===== src/rtl/read_stuff.sv =====
// Read-back scanner for the vending-machine product table: fetches each slot record
// from a 1-cycle registered memory, checks its ID, streams it out and mirrors it into p0..p4.
module read_stuff #(
    parameter int NUM_SLOTS = 5,
    parameter int REC_W     = 11,
    parameter int ADDR_W    = 3,
    parameter int BASE_ADDR = 0
) (
    input  logic              clock,
    input  logic              reset_n,
    input  logic              start,
    output logic              busy,
    output logic              done,
    output logic              err,
    output logic              mem_rd,
    output logic [ADDR_W-1:0] mem_addr,
    input  logic [REC_W-1:0]  mem_rdata,
    output logic              rec_valid,
    input  logic              rec_ready,
    output logic [REC_W-1:0]  rec_data,
    output logic [REC_W-1:0]  p0,
    output logic [REC_W-1:0]  p1,
    output logic [REC_W-1:0]  p2,
    output logic [REC_W-1:0]  p3,
    output logic [REC_W-1:0]  p4,
    output logic [2:0]        dbg_state
);

    typedef enum logic [2:0] {
        IDLE  = 3'd0,
        ISSUE = 3'd1,
        WAIT  = 3'd2,
        PUSH  = 3'd3,
        DONE  = 3'd4
    } state_t;

    localparam logic [ADDR_W-1:0] BASE     = ADDR_W'(BASE_ADDR);
    localparam logic [ADDR_W-1:0] LAST_IDX = ADDR_W'(NUM_SLOTS - 1);

    state_t            state;
    logic [ADDR_W-1:0] idx;
    logic [REC_W-1:0]  p_q [8];
    logic [2:0]        slot;
    logic [2:0]        rec_id;

    assign slot      = 3'(idx);
    assign rec_id    = mem_rdata[REC_W-1 -: 3];
    assign dbg_state = state;

    assign p0 = p_q[0];
    assign p1 = p_q[1];
    assign p2 = p_q[2];
    assign p3 = p_q[3];
    assign p4 = p_q[4];

    // Output port handshake: a record transfers on a clock edge where rec_valid and
    // rec_ready are both high; while rec_valid is high and rec_ready is low, rec_data
    // is held unchanged. rec_ready is ignored whenever rec_valid is low.
    always_ff @(posedge clock or negedge reset_n) begin
        if (!reset_n) begin
            state     <= IDLE;
            idx       <= '0;
            busy      <= 1'b0;
            done      <= 1'b0;
            err       <= 1'b0;
            mem_rd    <= 1'b0;
            mem_addr  <= '0;
            rec_valid <= 1'b0;
            rec_data  <= '0;
            for (int i = 0; i < 8; i++) p_q[i] <= '0;
        end else begin
            case (state)
                IDLE: begin
                    idx <= '0;
                    if (start) begin
                        state    <= ISSUE;
                        busy     <= 1'b1;
                        err      <= 1'b0;
                        mem_rd   <= 1'b1;
                        mem_addr <= BASE;
                    end
                end
                ISSUE: begin
                    state    <= WAIT;
                    mem_rd   <= 1'b0;
                    mem_addr <= '0;
                end
                WAIT: begin
                    // A wrong ID is flagged but the record is still stored and streamed.
                    state      <= PUSH;
                    rec_data   <= mem_rdata;
                    p_q[slot]  <= mem_rdata;
                    rec_valid  <= 1'b1;
                    if (rec_id != slot) err <= 1'b1;
                end
                PUSH: begin
                    if (rec_ready) begin
                        rec_valid <= 1'b0;
                        if (idx == LAST_IDX) begin
                            state <= DONE;
                            busy  <= 1'b0;
                            done  <= 1'b1;
                        end else begin
                            state    <= ISSUE;
                            idx      <= idx + ADDR_W'(1);
                            mem_rd   <= 1'b1;
                            mem_addr <= BASE + idx + ADDR_W'(1);
                        end
                    end
                end
                DONE: begin
                    state <= IDLE;
                    done  <= 1'b0;
                end
                default: begin
                    state <= IDLE;
                    busy  <= 1'b0;
                    done  <= 1'b0;
                end
            endcase
        end
    end

endmodule


===== config.mk =====
export PLATFORM = sky130hd
export DESIGN_NAME = read_stuff
export DESIGN_NICKNAME = d
export VERILOG_FILES = /design/src/rtl/read_stuff.sv
export SDC_FILE = /design/constraint.sdc
export NUM_CORES = 1
export LEC_CHECK = 0
export CAP_MARGIN = 15
export CORE_MARGIN = 2
export CORE_UTILIZATION = 30
export DETAILED_ROUTE_END_ITERATION = 12
export HOLD_SLACK_MARGIN = 0.06
export PLACE_DENSITY = 0.52
export SYNTH_ARGS = -nofsm -noshare
export SYNTH_HDL_FRONTEND = slang
export SYNTH_SLANG_ARGS = --single-unit

===== constraint.sdc =====
create_clock -name clock -period 2.25 [get_ports clock]
set_clock_uncertainty 0.2 [all_clocks]
set_input_delay 0.3375 -clock clock [delete_from_list [all_inputs] [get_ports clock]]
set_output_delay 0.3375 -clock clock [all_outputs]
set_load 0.01 [all_outputs]

==> impl_metrics.csv, run 1 <==
group,metric,value,unit
synthesis,yosysTopAreaCell,"dfrtp_1",
die,die_w,111,um
timing,hold_viol,0,
die,die_area,12400,um2
timing,whs,288,ps
layout,final_common_cell,"clkdlybuf4s50_1",
worst_setup_path,critPathCaptureType,"primary output",
route,drt_iter0_markers,114,
synthesis,ys.warnings.count,0,
layout,multiInputGateArea,1350,um2
synthesis,synth_cell_types,46,
die,initial_utilization,30.6,%
route,drc,0,
die,ios,92,
worst_setup_path,crit_path_cell_trace,"buf_4, clkdlybuf4s50_1",
worst_setup_path,critical-path-top-delay-family,"buffers and inverters",
worst_setup_path,crit_cells,2,
layout,drive_gt1_share,29.8,%
layout,regArea,2000,um2
synthesis,synthTopCellsByArea,"dfrtp_1 58%, mux2_4 22%, mux2_2 3.6%",
grt,grt_max_degree,42,
synthesis,async_reset_ff_share,100,%
layout,final_cell_mix,"90 x clkdlybuf4s50_1, 80 x dfrtp_1, 50 x mux2_4",
clocking,cts_resized,0,
route,drt_first_pass_iters,4,
timing,tightest_slew,557,ps
route,wire_per_inst,17.3,um
pwr,p_per_area,1530,nW/um2
pwr,finalPower,0.00739,W
clocking,cts_buffers,9,
worst_setup_path,cp.arrival,1520,ps
synthesis,synth_fp_nets,237,
synthesis,synth_edf_count,0,
pwr,intPower,0.00511,W
layout,final_nets,342,
clocking,cts.sink_count,80,
placed_design,place_congestion,0.794,
pwr,p_clk_share,17.6,%
synthesis,syn_area,3460,um2
worst_setup_path,crit_type,"reg -> out",
route,wl,8150,um
timing,fin_crit_sh,91.4,%
worst_hold_path,hp-start,"rec_valid$_DFFE_PN0P_",
die,rows,39,
timing,slew_headroom,62.9,%
timing,maxSlewViolCount,0,
pwr,p_leak,2.18,nW
worst_setup_path,cp-start-kind,"flip-flop",
timing,tns,0,ps
clocking,worst_skew_pair.late_latency,330,ps
clocking,cts.clk_slew.worst_paths,60,ps
clocking,clk_path_buf_depth,2,
pwr,sequentialPowerShare,35.4,%
route,ant_nets,0,
clocking,cts_tree,"yes",
synthesis,ys_seq_elements,80,
clocking,root_buffer,"clkbuf_16",
pwr,power.net_switching,0.00228,W
placed_design,dp.cells,456,
synthesis,synthesis.area_per_instance,15.7,um2
synthesis,ys.flop_type,"dfrtp_1",
layout,areaGrowthSynthToFinish,39.6,%
worst_setup_path,crit_required,1710,ps
layout,num_antenna_cells,0,
outcome,status,"finished clean",
synthesis,syn_inst,220,
pwr,irDropWorstVdd,568,uV
grt,antenna_found_initial,0,
worst_setup_path,r2r_cells,3,
layout,final_util,42.7,%
worst_setup_path,path_buf_inv,2,
clocking,cts_max_level,3,
grt,grt_pass1_wl,13000,um
synthesis,synth_top_cell_area_share,57.8,%
layout,nFillCells,1098,
timing,setup_viol,0,
worst_setup_path,crit_path_max_fanout,17,
worst_setup_path,reg2reg_slack,270,ps
die,die_h,111,um
worst_setup_path,worstReg2RegEnd,"p3[10]$_DFFE_PN0P_",
grt,grt_pass1_vias,2245,
worst_hold_path,holdPathEnd,"rec_valid$_DFFE_PN0P_",
grt,grtUsageTotal,13.5,%
worst_setup_path,cpPeakStageDelay,570,ps
placed_design,dp_hpwl,5540,um
timing,rsz0062_at_grt,"no",
worst_hold_path,hold_path.class,"reg -> reg",
timing,fmax,486,MHz
layout,final_cells,472,
worst_hold_path,whs_path_depth,1,
pwr,swShare,30.9,%
route,vias,2180,
die,core,11300,um2
timing,min_period,2060,ps
grt,grt_overflow,0,
route,via_per_inst,4.62,
synthesis,seq_area_frac_synth,57.8,%
worst_setup_path,cpMaxStageDelayCell,"clkdlybuf4s50_1",
run,drv_cap,0,
pwr,combPwrFrac,47.1,%
placed_design,numPortBuffers,91,
worst_setup_path,r2r-start,"idx[2]$_DFFE_PN0P_",
[cell usage after synthesis, types with 2 or more instances]
cell type / count
clkbuf_1: 3
nand2_1: 2
ha_1: 2
mux2_1: 5
buf_4: 2
nand3_2: 2
dfrtp_1: 80
a31o_2: 4
nor2b_1: 2
o21ai_0: 4
xor2_1: 3
mux2_4: 50
nor3_1: 3
nor3b_1: 2
nor2_1: 7
inv_1: 6
nor4_1: 2
buf_6: 3
mux2_2: 11
[logic make-up (layout without fill, tap and decap cells)]
kind of cell | after synthesis | count (layout) | share of synthesized area, %
fa+ha+maj | 2 | 2 | 0.722
mux | 66 | 66 | 26.9
compound gates | 18 | 18 | 3.76
simple gates | 34 | 34 | 6.72
buf+inv | 16 | 125 | 3.11
xor+xnor | 4 | 4 | 1.01
flops | 80 | 80 | 57.8
[sequential cells by signal (all words and copies together), names as in the netlist]
| signal | count |
|---|---|
| p0 | 11 |
| p1 | 11 |
| p2 | 11 |
| p3 | 11 |
| p4 | 11 |
| rec_data | 11 |
| dbg_state | 3 |
| idx | 3 |
| mem_addr | 3 |
| busy | 1 |
| done | 1 |
| err | 1 |
| mem_rd | 1 |
| rec_valid | 1 |
[metrics by stage]
stage	area [um2]	setup slack, ps
after CTS	4830	181
after floorplan	3460	380
final	4830	193
after detailed placement	4570	256
after global placement	4570	295
after global routing	4830	132
[power groups by stage]
stage                     combinational [W]  clock [W]  sequential, W
after global placement              0.00347          0        0.00264
after CTS                           0.00353    0.00133        0.00262
after floorplan                     0.00147          0        0.00288
final                               0.00348    0.00130        0.00261
after detailed placement            0.00352          0        0.00264
after global routing                0.00370    0.00139        0.00272
[layout make-up]
type,count,area share [%]
Sequential cell,80,41.4
Timing Repair Buffer,104,21.1
Inverter,6,0.466
Clock buffer,11,4.81
Clock inverter,4,0.466
Multi-Input combinational cell,124,28.0
Tap cell,143,3.70
[layer usage]
metal / track usage, % / wire length, um
met2: 19.6 / 3530
met5: 0 / 0
met3: 4.35 / 418
met4: 2.72 / 69
met1: 19.9 / 4140
[what timing repair did]
action / CTS / global route
buffers inserted: 0 / 0
hold buffers: 1 / 0
setup endpoints to repair: 0 / 0
hold endpoints to repair: 40 / 0
[worst max path at each step]
stage / startpoint / end / slack (ps)
floorplan: dbg_state[2]$_DFFE_PN0P_ / p3[0]$_DFFE_PN0P_ / 380
global placement: rec_ready / mem_addr[0]$_DFFE_PN0P_ / 290
detailed placement: idx[2]$_DFFE_PN0P_ / p3[10]$_DFFE_PN0P_ / 260
CTS: dbg_state[0]$_DFFE_PN0P_ / dbg_state[0] / 180
global route: dbg_state[0]$_DFFE_PN0P_ / dbg_state[0] / 130
finish: dbg_state[2]$_DFFE_PN0P_ / dbg_state[2] / 190
(Power assumes the default switching activity.)
==> inputs of run 2 (changes only) <==
--- a/config.mk
+++ b/config.mk
@@ -8,9 +8,10 @@
 export CAP_MARGIN = 15
 export CORE_MARGIN = 2
 export CORE_UTILIZATION = 30
+export CTS_BUF_LIST = sky130_fd_sc_hd__clkbuf_4
 export DETAILED_ROUTE_END_ITERATION = 12
 export HOLD_SLACK_MARGIN = 0.06
-export PLACE_DENSITY = 0.52
+export PLACE_DENSITY = 0.54
 export SYNTH_ARGS = -nofsm -noshare
 export SYNTH_HDL_FRONTEND = slang
 export SYNTH_SLANG_ARGS = --single-unit
==> constraint.sdc (replaced) <==
create_clock -name clock -period 1.76 [get_ports clock]
set_clock_uncertainty 0.2 [all_clocks]
set_input_delay 0.264 -clock clock [delete_from_list [all_inputs] [get_ports clock]]
set_output_delay 0.264 -clock clock [all_outputs]
set_load 0.01 [all_outputs]
==> impl_metrics.csv, run 2 (synthesis gave the netlist of run 1 again) <==
group,metric,value,unit
pwr,p_per_area,1800,nW/um2
worst_setup_path,worst_path_most_repeated_cell,"buf_6",
route,ant_nets,0,
worst_setup_path,cp.arrival,1980,ps
pwr,swShare,33.4,%
worst_setup_path,cpMaxStageDelayCell,"dfrtp_1",
grt,grt_pass1_wl,14000,um
die,die_w,111,um
worst_setup_path,critical-path-top-delay-family,"buffers and inverters",
layout,drive_gt1_share,43.3,%
layout,areaGrowthSynthToFinish,49.3,%
clocking,cts_max_level,3,
grt,antenna_found_initial,0,
grt,grt_max_degree,81,
worst_setup_path,crit_path_cell_trace,"buf_6, nor4b_4, buf_6, nand3_4, buf_6, mux2_4",
timing,fin_ws,-105,ps
outcome,status,"complete, but fails checks",
grt,grtUsageTotal,14.4,%
worst_setup_path,cp-start-kind,"flip-flop",
clocking,cts.sink_count,80,
worst_setup_path,r2r-start,"dbg_state[2]$_DFFE_PN0P_",
clocking,clk_path_buf_depth,2,
timing,slew_headroom,71.0,%
clocking,worst_skew_pair.late_latency,420,ps
layout,final_util,45.7,%
timing,hold_viol,0,
worst_setup_path,crit_required,1870,ps
worst_setup_path,path_buf_inv,3,
worst_setup_path,reg2reg_slack,-100,ps
worst_hold_path,hold_path.class,"in -> async",
route,via_per_inst,4.59,
layout,final_common_cell,"dfrtp_1",
timing,maxSlewViolCount,0,
pwr,combPwrFrac,50.7,%
worst_setup_path,worstReg2RegEnd,"p1[2]$_DFFE_PN0P_",
pwr,p_clk_share,14.0,%
die,ios,92,
layout,multiInputGateArea,1440,um2
pwr,irDropWorstVdd,671,uV
worst_setup_path,r2r_cells,6,
placed_design,dp_hpwl,5770,um
route,vias,2362,
timing,fin_crit_sh,106,%
pwr,sequentialPowerShare,35.3,%
clocking,root_buffer,"clkbuf_4",
layout,regArea,2010,um2
timing,fmax,536,MHz
pwr,p_leak,2.57,nW
run,drv_cap,0,
die,die_h,111,um
die,initial_utilization,30.6,%
grt,grt_pass1_vias,2463,
die,die_area,12400,um2
timing,min_period,1860,ps
grt,grt_overflow,0,
clocking,cts_buffers,9,
worst_setup_path,crit_type,"reg -> reg",
placed_design,place_congestion,0.783,
worst_setup_path,critPathCaptureType,"flip-flop",
clocking,cts.clk_slew.worst_paths,140,ps
die,core,11300,um2
outcome,violations,"negative setup slack",
placed_design,place_ws,-20.9,ps
route,drt_iter0_markers,110,
pwr,power.net_switching,0.00311,W
layout,final_cell_mix,"77 x dfrtp_1, 74 x dlygate4sd2_1, 54 x mux2_4",
pwr,intPower,0.00619,W
timing,setup_viol,44,
layout,final_nets,384,
layout,nFillCells,1066,
worst_setup_path,crit_path_max_fanout,5,
worst_setup_path,cpPeakStageDelay,420,ps
die,rows,39,
route,wire_per_inst,17.0,um
clocking,cts_tree,"yes",
placed_design,numPortBuffers,91,
route,drt_first_pass_iters,4,
layout,num_antenna_cells,0,
timing,tightest_slew,436,ps
route,drc,0,
route,wl,8740,um
timing,rsz0062_at_grt,"yes",
[run 2: cell type report]
class | count | share of cell area, %
clock buffer | 9 | 1.31
clock inverter | 7 | 1.98
inverter | 6 | 0.436
multi-input combinational | 124 | 27.8
sequential | 80 | 38.8
tap | 143 | 3.46
timing repair buffer | 146 | 26.2
[run 2: per-layer routing]
| layer | GRT usage (%) | share of wire [%] |
|---|---|---|
| met2 | 22.0 | 46 |
| met1 | 20.6 | 48 |
| met5 | 0 | 0 |
| met4 | 3.46 | 0.61 |
| met3 | 3.65 | 5.2 |
[run 2: worst max-delay path by stage]
stage	start	to	slack, ps	depth (start not counted)
6_report	dbg_state[2]$_DFFE_PN0P_	p1[2]$_DFFE_PN0P_	-100	6
5_1_grt	dbg_state[2]$_DFFE_PN0P_	p1[3]$_DFFE_PN0P_	-160	6
4_1_cts	dbg_state[2]$_DFFE_PN0P_	p1[2]$_DFFE_PN0P_	-100	6
2_1_floorplan	idx[2]$_DFFE_PN0P_	p3[0]$_DFFE_PN0P_	-100	5
3_5_place_dp	dbg_state[0]$_DFFE_PN0P_	p1[10]$_DFFE_PN0P_	-20	5
3_3_place_gp	dbg_state[0]$_DFFE_PN0P_	p3[10]$_DFFE_PN0P_	-20	3
[run 2: worst register-to-register path: stages (launching register included)]
cell and delay, ps:
dfrtp_1 420, buf_6 120, nor4b_4 300, buf_6 170
nand3_4 100, buf_6 150, mux2_4 290
[run 2: power by group through the flow]
stage	Clock (W)	Combinational (W)	Sequential, W
6_report	0.00130	0.00471	0.00328
5_1_grt	0.00143	0.00505	0.00342
4_1_cts	0.00135	0.00450	0.00330
3_5_place_dp	0	0.00468	0.00338
3_3_place_gp	0	0.00463	0.00336
2_1_floorplan	0	0.00189	0.00369
[run 2: timing repair]
item                       4_1_cts  5_1_grt
hold endpoints to repair        80        0
pin swaps                        4        3
gates cloned                     0        2
setup endpoints to repair      125       67
resized for setup              101       20
hold buffers                     1        0
buffers inserted                21        3
[run 2: stage by stage]
stage | setup TNS (ps) | total power (W) | cells | hold slack [ps] | area, um2
after floorplan | -1020 | 0.00558 | 220 | -232 | 3470
after global placement | -21.1 | 0.00799 | 472 | 126 | 4710
after detailed placement | -218 | 0.00806 | 472 | 130 | 4710
after CTS | -3030 | 0.00915 | 510 | 166 | 5030
after global routing | -6060 | 0.00991 | 515 | 204 | 5170
final | -3310 | 0.00930 | 515 | 178 | 5170
==> inputs of run 3 (changes only) <==
--- a/config.mk
+++ b/config.mk
@@ -6,12 +6,14 @@
 export NUM_CORES = 1
 export LEC_CHECK = 0
 export CAP_MARGIN = 15
+export CELL_PAD_IN_SITES_DETAIL_PLACEMENT = 0
+export CELL_PAD_IN_SITES_GLOBAL_PLACEMENT = 1
 export CORE_MARGIN = 2
 export CORE_UTILIZATION = 30
 export CTS_BUF_LIST = sky130_fd_sc_hd__clkbuf_4
 export DETAILED_ROUTE_END_ITERATION = 12
 export HOLD_SLACK_MARGIN = 0.06
-export PLACE_DENSITY = 0.54
+export PLACE_DENSITY = 0.64
 export SYNTH_ARGS = -nofsm -noshare
 export SYNTH_HDL_FRONTEND = slang
 export SYNTH_SLANG_ARGS = --single-unit
==> impl_metrics.csv, run 3 (synthesis gave the netlist of run 1 again) <==
group,metric,value,unit
worst_setup_path,crit_type,"reg -> reg",
layout,nFillCells,1027,
timing,rsz0062_at_grt,"yes",
route,wl,8950,um
clocking,cts_buffers,9,
grt,grt_pass1_vias,2449,
die,die_w,111,um
grt,grtUsageTotal,14.8,%
worst_setup_path,critPathCaptureType,"flip-flop",
timing,hold_viol,0,
grt,grt_pass1_wl,14200,um
worst_hold_path,hold_path.class,"reg -> reg",
worst_setup_path,cp-start-kind,"flip-flop",
worst_setup_path,r2r_cells,6,
pwr,finalPower,0.00934,W
die,core,11300,um2
worst_setup_path,reg2reg_slack,-120,ps
worst_setup_path,worstReg2RegEnd,"p1[10]$_DFFE_PN0P_",
pwr,p_per_area,1810,nW/um2
timing,fin_crit_sh,107,%
clocking,root_buffer,"clkbuf_4",
route,via_per_inst,4.67,
layout,design_area,5150,um2
pwr,p_leak,2.57,nW
placed_design,numPortBuffers,91,
route,drc,0,
worst_setup_path,r2r-start,"dbg_state[2]$_DFFE_PN0P_",
layout,num_antenna_cells,0,
clocking,cts_max_level,3,
pwr,irDropWorstVdd,662,uV
route,ant_nets,0,
pwr,sequentialPowerShare,35.3,%
die,ios,92,
timing,tightest_slew,378,ps
timing,setup_viol,64,
route,drt_first_pass_iters,4,
worst_hold_path,holdPathEnd,"rec_valid$_DFFE_PN0P_",
worst_setup_path,cp.arrival,2000,ps
placed_design,post_dp_cell_area,4720,um2
die,rows,39,
layout,final_common_cell,"dfrtp_1",
timing,min_period,1880,ps
grt,grt_overflow,0,
grt,antenna_found_initial,0,
clocking,clk_path_buf_depth,2,
placed_design,dp_hpwl,5980,um
layout,drive_gt1_share,40.5,%
layout,final_nets,377,
layout,final_cells,506,
pwr,intPower,0.00627,W
layout,multiInputGateArea,1480,um2
die,die_area,12400,um2
route,vias,2361,
worst_hold_path,hp-start,"rec_valid$_DFFE_PN0P_",
timing,tns,-4410,ps
die,initial_utilization,30.6,%
placed_design,place_ws,-120,ps
pwr,swShare,32.8,%
clocking,cts.clk_slew.worst_paths,130,ps
grt,grt_max_degree,35,
outcome,status,"complete, but fails checks",
timing,fmax,531,MHz
route,drt_iter0_markers,78,
worst_hold_path,whs_path_depth,1,
timing,maxSlewViolCount,0,
layout,regArea,2000,um2
die,die_h,111,um
layout,areaGrowthSynthToFinish,48.7,%
pwr,power.net_switching,0.00306,W
worst_setup_path,crit_required,1870,ps
layout,final_cell_mix,"78 x dfrtp_1, 74 x dlygate4sd2_1, 65 x mux2_4",
pwr,p_clk_share,13.9,%
clocking,cts.sink_count,80,
clocking,worst_skew_pair.late_latency,430,ps
run,drv_cap,0,
route,wire_per_inst,17.7,um
timing,slew_headroom,74.5,%
pwr,combPwrFrac,50.7,%
clocking,cts_tree,"yes",
worst_setup_path,crit_path_max_fanout,11,
placed_design,dp.cells,471,
timing,fin_ws,-123,ps
placed_design,place_congestion,0.743,
outcome,violations,"negative setup slack",
==> run 3: changes by cell type in the layout (fill, tap and decap cells not counted), sizes merged <==
| cell | previous run | this run |
|---|---|---|
| and3 | 2 | 3 |
| clkinvlp | 1 | 0 |
| bufinv | 2 | 3 |
| dlygate4sd3 | 1 | 2 |
| clkbuf | 13 | 11 |
| clkinv | 1 | 2 |
| inv | 9 | 6 |
| buf | 54 | 47 |
==> run 3: critical path: stages, from the launching register on <==
cell,delay [ps]
dfrtp_1,410
buf_6,130
nor4b_4,260
buf_4,180
nand3_2,100
buf_12,170
mux2_1,310
==> run 3: timing repair <==
action                                  in CTS  in global routing
buffers inserted                             9                  7
endpoints found under the setup margin     135                 87
gates resized for setup                    102                 29
hold endpoints to repair                    80                  2
gates cloned                                 1                  2
hold buffers                                 2                  1
pin swaps                                    3                  2
==> run 3: per-layer routing <==
layer / share of wire (%) / up-vias / track usage [%]
met1: 49 / 1198 / 21.1
met2: 45 / 68 / 22.2
li1: - / 1082 / -
met5: 0 / - / 0
met3: 4.5 / 13 / 3.16
met4: 1.5 / 0 / 5.43
==> run 3: worst max path at each step <==
stage,slack (ps),cells after the start,endpoint,from
after floorplan,-100,5,p3[0]$_DFFE_PN0P_,idx[2]$_DFFE_PN0P_
after global placement,-100,3,p3[10]$_DFFE_PN0P_,dbg_state[0]$_DFFE_PN0P_
after detailed placement,-120,3,p3[10]$_DFFE_PN0P_,dbg_state[0]$_DFFE_PN0P_
after CTS,-100,6,p4[1]$_DFFE_PN0P_,dbg_state[2]$_DFFE_PN0P_
after global routing,-170,5,p3[7]$_DFFE_PN0P_,dbg_state[2]$_DFFE_PN0P_
final,-120,6,p1[10]$_DFFE_PN0P_,dbg_state[2]$_DFFE_PN0P_
==> run 3: area by class of cell <==
class	instances	area share [%]
flip-flops and latches	80	38.9
multi-input cells	125	28.7
repair buffers	138	25.2
well taps	143	3.48
clock inverters	5	1.90
clock buffers	9	1.31
inverters	6	0.437
==> run 3: power by group through the flow <==
stage	logic [W]	clock network (W)	registers, W
4_1_cts	0.00444	0.00135	0.00330
6_report	0.00474	0.00130	0.00330
5_1_grt	0.00504	0.00144	0.00344
2_1_floorplan	0.00189	0	0.00369
3_3_place_gp	0.00465	0	0.00336
3_5_place_dp	0.00471	0	0.00338
==> run 3: through the flow <==
| step | utilization, % | hold WS [ps] |
|---|---|---|
| 2_1_floorplan | - | -232 |
| 3_3_place_gp | 41.7 | -53.5 |
| 3_5_place_dp | 41.7 | -47.8 |
| 4_1_cts | 44.0 | 162 |
| 5_1_grt | 45.5 | 329 |
| 6_report | 45.5 | 282 |
